[src/rtl/ecg_data_active_seq.sv]
`default_nettype none
// ============================================================================
// Module  : ecg_data_active_seq
// Brief   : Walks every (lead, component) slot of one ECG frame with
//           valid/ready handshaking and tags each slot with DataActive.
//           Optional ECG_DA_STATS_EN adds an active_count output.
// Revision: 1.0  initial release
// ============================================================================
module ecg_data_active_seq #(
   parameter int                N_CH      = 4,
   parameter int                N_COMP    = 4,
   parameter logic [N_COMP-1:0] SUBS_MASK = 4'b0110,
   localparam int               CH_W      = $clog2(N_CH),
   localparam int               CP_W      = (N_COMP > 1) ? $clog2(N_COMP) : 1
`ifdef ECG_DA_STATS_EN
   , localparam int             CNT_W     = $clog2(N_CH*N_COMP+1)
`endif
) (
   input  logic              clk,
   input  logic              rst_n,
   input  logic              start,
   input  logic [1:0]        sub_sample_info,
   input  logic [N_COMP-1:0] component_skip,
   input  logic              out_ready,
   output logic              out_valid,
   output logic [CH_W-1:0]   ecgidx,
   output logic [CP_W-1:0]   component_idx,
   output logic              DataActive,
   output logic              busy,
   output logic              done,
   output logic              mode_err
`ifdef ECG_DA_STATS_EN
   , output logic [CNT_W-1:0] active_count
`endif
);

   localparam logic [1:0] S_IDLE = 2'd0;
   localparam logic [1:0] S_RUN  = 2'd1;
   localparam logic [1:0] S_DONE = 2'd2;

   localparam logic [CH_W-1:0] LAST_CH = CH_W'(N_CH - 1);
   localparam logic [CP_W-1:0] LAST_CP = CP_W'(N_COMP - 1);
   localparam logic [CH_W-1:0] HALF_CH = CH_W'(N_CH / 2);

   logic [1:0]        state;
   logic [1:0]        state_nxt;
   logic [CH_W-1:0]   r_lead;
   logic [CP_W-1:0]   r_comp;
   logic              r_da;
   logic [1:0]        r_mode;
   logic [N_COMP-1:0] r_skip;
   logic              r_mode_err;

   logic              w_start_ok;
   logic              w_accept;
   logic              w_last_slot;
   logic [CH_W-1:0]   w_lead_nxt;
   logic [CP_W-1:0]   w_comp_nxt;

   // Mode 3 shares the lead-0-only decode of mode 2 (only bit 1 is examined).
   function automatic logic da_calc(input logic [CH_W-1:0]   l,
                                    input logic [CP_W-1:0]   c,
                                    input logic [1:0]        m,
                                    input logic [N_COMP-1:0] sk);
      logic res;
      res = 1'b1;
      if (sk[c])
         res = 1'b0;
      else if (m[1])
         res = !((l != '0) && SUBS_MASK[c]);
      else if (m[0])
         res = !((l >= HALF_CH) && SUBS_MASK[c]);
      return res;
   endfunction

   assign w_start_ok  = (state == S_IDLE) && start;
   assign w_accept    = (state == S_RUN) && out_ready;
   assign w_last_slot = (r_lead == LAST_CH) && (r_comp == LAST_CP);

   always_comb begin
      w_lead_nxt = r_lead;
      w_comp_nxt = r_comp + 1'b1;
      if (r_comp == LAST_CP) begin
         w_comp_nxt = '0;
         w_lead_nxt = r_lead + 1'b1;
      end
   end

   // ---------------- FSM: state register ----------------
   always_ff @(posedge clk) begin
      if (!rst_n)
         state <= S_IDLE;
      else
         state <= state_nxt;
   end

   // ---------------- FSM: next-state logic ----------------
   always_comb begin
      state_nxt = state;
      case (state)
         S_IDLE:  if (start) state_nxt = S_RUN;
         S_RUN:   if (w_accept && w_last_slot) state_nxt = S_DONE;
         S_DONE:  state_nxt = S_IDLE;
         default: state_nxt = S_IDLE;
      endcase
   end

   // ---------------- FSM: outputs ----------------
   always_comb begin
      out_valid = (state == S_RUN);
      busy      = (state != S_IDLE);
      done      = (state == S_DONE);
   end

   // Indices and DataActive move together so the presented slot is self-consistent.
   always_ff @(posedge clk) begin
      if (!rst_n) begin
         r_lead     <= '0;
         r_comp     <= '0;
         r_da       <= 1'b0;
         r_mode     <= 2'd0;
         r_skip     <= '0;
         r_mode_err <= 1'b0;
      end else if (w_start_ok) begin
         r_mode <= sub_sample_info;
         r_skip <= component_skip;
         r_lead <= '0;
         r_comp <= '0;
         r_da   <= da_calc('0, '0, sub_sample_info, component_skip);
         if (sub_sample_info == 2'd3)
            r_mode_err <= 1'b1;
      end else if (w_accept) begin
         if (w_last_slot) begin
            r_lead <= '0;
            r_comp <= '0;
            r_da   <= 1'b0;
         end else begin
            r_lead <= w_lead_nxt;
            r_comp <= w_comp_nxt;
            r_da   <= da_calc(w_lead_nxt, w_comp_nxt, r_mode, r_skip);
         end
      end
   end

   assign ecgidx        = r_lead;
   assign component_idx = r_comp;
   assign DataActive    = r_da;
   assign mode_err      = r_mode_err;

`ifdef ECG_DA_STATS_EN
   logic [CNT_W-1:0] r_active_count;

   always_ff @(posedge clk) begin
      if (!rst_n)
         r_active_count <= '0;
      else if (w_start_ok)
         r_active_count <= '0;
      else if (w_accept && r_da)
         r_active_count <= r_active_count + 1'b1;
   end

   assign active_count = r_active_count;
`endif

endmodule
`default_nettype wire

[config.mk]
export PLATFORM = sky130hd
export DESIGN_NAME = ecg_data_active_seq
export DESIGN_NICKNAME = d
export VERILOG_FILES = /design/src/rtl/ecg_data_active_seq.sv
export SDC_FILE = /design/constraint.sdc
export NUM_CORES = 1
export LEC_CHECK = 0
export CAP_MARGIN = 10
export CORE_ASPECT_RATIO = 0.8
export CORE_MARGIN = 2
export CORE_UTILIZATION = 40
export DETAILED_ROUTE_END_ITERATION = 6
export PLACE_DENSITY_LB_ADDON = 0.2
export SLEW_MARGIN = 40
export SYNTH_ARGS = -nofsm -noshare
export SYNTH_HDL_FRONTEND = slang
export SYNTH_SLANG_ARGS = --single-unit
[constraint.sdc]
create_clock -name clk -period 1.96 [get_ports clk]
set_input_delay 0.392 -clock clk [delete_from_list [all_inputs] [get_ports clk]]
set_output_delay 0.392 -clock clk [all_outputs]
set_load 0.005 [all_outputs]
==> results by stage <==
Routing:
- Before antenna repair, the detailed router went through 4 iterations.
- The routed length per placed instance is 12.0 µm.
- The number of violations reported at the end of detailed-routing iteration 0 is 9.
- The post-route antenna net violation count is 0.
- The count of unresolved DRC violations after routing is 0.
- After detailed routing, the number of vias per cell comes to 5.23.
- For this block, the routed nets add up to 1.52 mm of wire.
- The number of vias in the routed layout is 659.

Cells and area:
- The post-route non-filler standard cell count is 126.
- The finished layout cell area is 927 µm².
- The layout overhead on the synthesized area is 27.5%.
- The library cell used most frequently in the layout, excluding fill and tap cells, is nand2_1.
- The number of antenna diodes in the final layout is 0.
- The library cells used most frequently in the layout, excluding fill and tap cells, are nand2_1 (23), clkdlybuf4s50_1 (18), dfxtp_1 (14).
- The number of nets in the finished design is 118.
- The share of final-layout standard cells stronger than drive strength 1 is 0.115.

Global route:
- For this run, the total global-route usage over all layers was measured as 0.159.
- Entering global routing, the biggest net connects 13 pins.
- The initial antenna violation count was 0.
- The global-route wire length before repair is 2.59 mm.
- Global routing finished with a remaining overflow of 0.
- The via count of the first global-routing pass was 576.

STA:
- The shortest clock period the worst path allows after layout is 1.81 ns.
- Setup violations remaining at the end of the flow were counted as 0.
- The total count of hold-check failures in the final report came to 0.
- The post-route clock period utilization is 0.925.
- Setup repair after global routing left no endpoint under its margin.
- The transition time at the pin with the least slew margin is 0.375 ns.
- The worst pin sits at a relative slew slack of 0.749.
- The final setup TNS is 0 ns.
- The number of max-slew violations in the final report came to 0.
- Clock skew on the completed layout was measured at 0.00575 ns.
- Derived from the worst setup path, the maximum achievable clock frequency is 552 MHz.

CTS:
- The maximum root-to-sink buffer count is 2.
- The number of buffers added for setup after CTS is 0.
- The TritonCTS clock tree is yes.
- The clock root buffer is clkbuf_4.
- The clock network latency to the later pin of the worst-skew pair is 0.28 ns.
- Clock tree synthesis inserted a total of 3 buffers.
- In this run, post-CTS repair resized a total of 0 instances.
- The clock-pin slew on the worst setup and hold paths is 0.08 ns.
- The hold-fix buffer count after cts is 0.
- The total number of H-tree levels is 1.
- The clock net in this run drives a total of 14 sinks.

Synthesis:
- The xor and xnor fraction of the mapped netlist area is 0.
- The total of flip-flops plus latches after synthesis is 14.
- The count of mapped cells out of synthesis is 86.
- Of the total synthesized cell area, the portion taken by AND, OR, NAND and NOR gates is 0.312.
- The Yosys step of the flow raised 0 warnings.
- Of the total synthesized cell area, the portion taken by full adders, half adders and majority gates is 0.0344.
- By area the synthesized netlist is led by dfxtp_1 (39%), nand2_1 (12%), a21boi_0 (6.2%).
- The portion of synthesized area spent on multiplexers is 0.
- Of the post-synthesis cell area, the dominant cell type holds 0.386.
- The cell type with the highest aggregate area in the netlist is dfxtp_1.
- The summed instance area of the synthesized netlist is 727 µm².
- The compound-cell area share of the yosys netlist came to 0.212.
- Synthesis instantiated 30 different standard cells from the library.
- The largest family of logic cells by synthesized area is simple AND/OR/NAND/NOR gates.
- In the synthesized netlist the dominant register cell turns out to be dfxtp_1.
- The synthesized design contains 0 enable-type register cells.
- The average instance area after synthesis is 8.45 µm².
- The part of the Yosys area used for sequential elements is 0.386.
- The fraction of synthesis flops using an asynchronous set or reset pin is 0.
- When the netlist entered floorplanning its net count stood at 98.

Power:
- Of the total power, the clock network draws 0.287.
- The leakage power is 0.344 nW.
- The combinational share of power is 0.163.
- The sequential fraction of design power is 0.550.
- The internal power consumption is 0.421 mW.
- The maximum ir drop on the vdd rail is 0.000513 V.
- The analysis attributes to net switching a power of 0.139 mW.
- In this run the power density over the cells is 604 nW/µm².
- Of the total power, the share spent switching nets is 0.249.

Min path:
- The hold-critical path endpoint is r_skip[0].
- The classification of the worst-slack hold path is reg2reg.
- The worst hold path passes through 2 cells.
- The startpoint identified for the worst hold timing path is r_skip[0].

Worst setup path:
- In this run the critical register-to-register path is captured at DataActive.
- The startpoint-to-endpoint class of the critical path is reg2out.
- The logic depth of the worst register-to-register path is 5.
- The slowest stage of the critical path belongs to the cell clkdlybuf4s50_1.
- The largest stage delay on the critical path is 0.45 ns.
- The data arrival at the endpoint of the critical path is 1.42 ns.
- Along the worst path, the maximum fanout reaches 6.
- The count of cell instances traversed by the critical path is 2.
- In this run the critical register-to-register path is launched from component_idx[0].
- The buffering stage count on the worst path with inverters included is 1.
- The source of the critical timing path is state[1].
- The family with the most delay on the worst path is buffers and inverters.
- The worst setup path is launched from a flop.
- The setup check on the worst reg-to-reg path leaves a slack of 0.37 ns.
- The worst setup path is captured at an output pin.
- Walking the worst path, the cells encountered are or2_2, clkdlybuf4s50_1.
- The required arrival time at the worst endpoint is 1.57 ns.

Placed design:
- The count of port buffers added during placement is 18.
- After legalization and detailed placement, the total HPWL measured 1.16 mm.
- The global placer's final weighted congestion is 0.832.
- The instance area after placement is 905 µm².
- After detailed placement, the design holds a cell count of 123.

Die:
- Measured along the y axis, the die boundary spans 42.1 µm.
- After floorplanning, the core was sized to cover 1660 µm².
- The initial utilization of the core area, before any placement, comes to 0.438.
- The I/O pin count is 19.
- The horizontal extent of the die is 51.7 µm.
- The die footprint is 2180 µm².
- The floorplan has 13 rows.

Flow run:
- Max-cap violations in this run came to 0.

Status:
- The run finished with clean final reports.
final cells by class:
type,count,area [µm²]
Inverter,1,3.75
Clock buffer,3,22.5
Sequential cell,14,280
Timing Repair Buffer,19,188
Tap cell,22,27.5
Fill cell,164,732
Multi-Input combinational cell,67,405
layer usage:
layer / GRT usage / part of all wire / vias up / routed length [µm]
li1: - / - / 338 / -
met1: 0.219 / 0.50 / 301 / 755
met2: 0.228 / 0.43 / 18 / 658
met3: 0.0821 / 0.061 / 2 / 93
met4: 0.0158 / 0.0066 / 0 / 10
met5: 0 / 0 / - / 0
worst register-to-register path: stages (launching register included):
cell,delay (ns)
dfxtp_1,0.37
ha_1,0.35
nand3b_1,0.14
a21oi_1,0.07
o31a_1,0.30
a32o_1,0.26
registers in the layout, indices dropped and copies added, names as in the netlist:
name,count
ecgidx,2
r_mode,2
DataActive,1
mode_err,1
component_idx,2
state,2
r_skip,4
Yosys cell counts, drive strengths merged (2+ instances only):
| master | instances |
|---|---|
| and2b | 2 |
| ha | 2 |
| nor2b | 2 |
| nand3b | 2 |
| nor2 | 3 |
| nand2 | 24 |
| nand3 | 3 |
| o21ai | 5 |
| dfxtp | 14 |
| buf | 3 |
| a21oi | 7 |
| a21boi | 6 |
through the flow:
stage / power, mW / setup slack [ns] / util / hold WS, ns
finish: 0.560 / 0.148 / 0.559 / 0.483
global route: 0.587 / 0.115 / 0.559 / 0.508
CTS: 0.565 / 0.145 / 0.559 / 0.487
detailed placement: 0.406 / 0.169 / 0.545 / 0.474
global placement: 0.405 / 0.164 / 0.545 / 0.472
floorplan: 0.365 / 0.520 / - / 0.440
worst max-delay path by stage:
stage                             to  slack, ns
after floorplan           DataActive       0.52
after global placement    DataActive       0.16
after detailed placement   ecgidx[0]       0.17
after CTS                       busy       0.15
after global routing            busy       0.11
final                           busy       0.15
power by group through the flow:
stage                     Combinational (mW)  Clock (mW)  Sequential (mW)
after floorplan                       0.0530           0            0.312
after global placement                0.0906           0            0.314
after detailed placement              0.0919           0            0.315
after CTS                             0.0925       0.164            0.308
after global routing                   0.102       0.175            0.310
final                                 0.0915       0.160            0.308
logic make-up (layout without fill, tap and decap cells):
kind of cell | after synthesis | in the layout
simple gates | 42 | 42
flops | 14 | 14
buf+inv | 5 | 23
compound gates | 23 | 23
fa+ha+maj | 2 | 2
No activity file was read; power rests on OpenSTA's default activity.
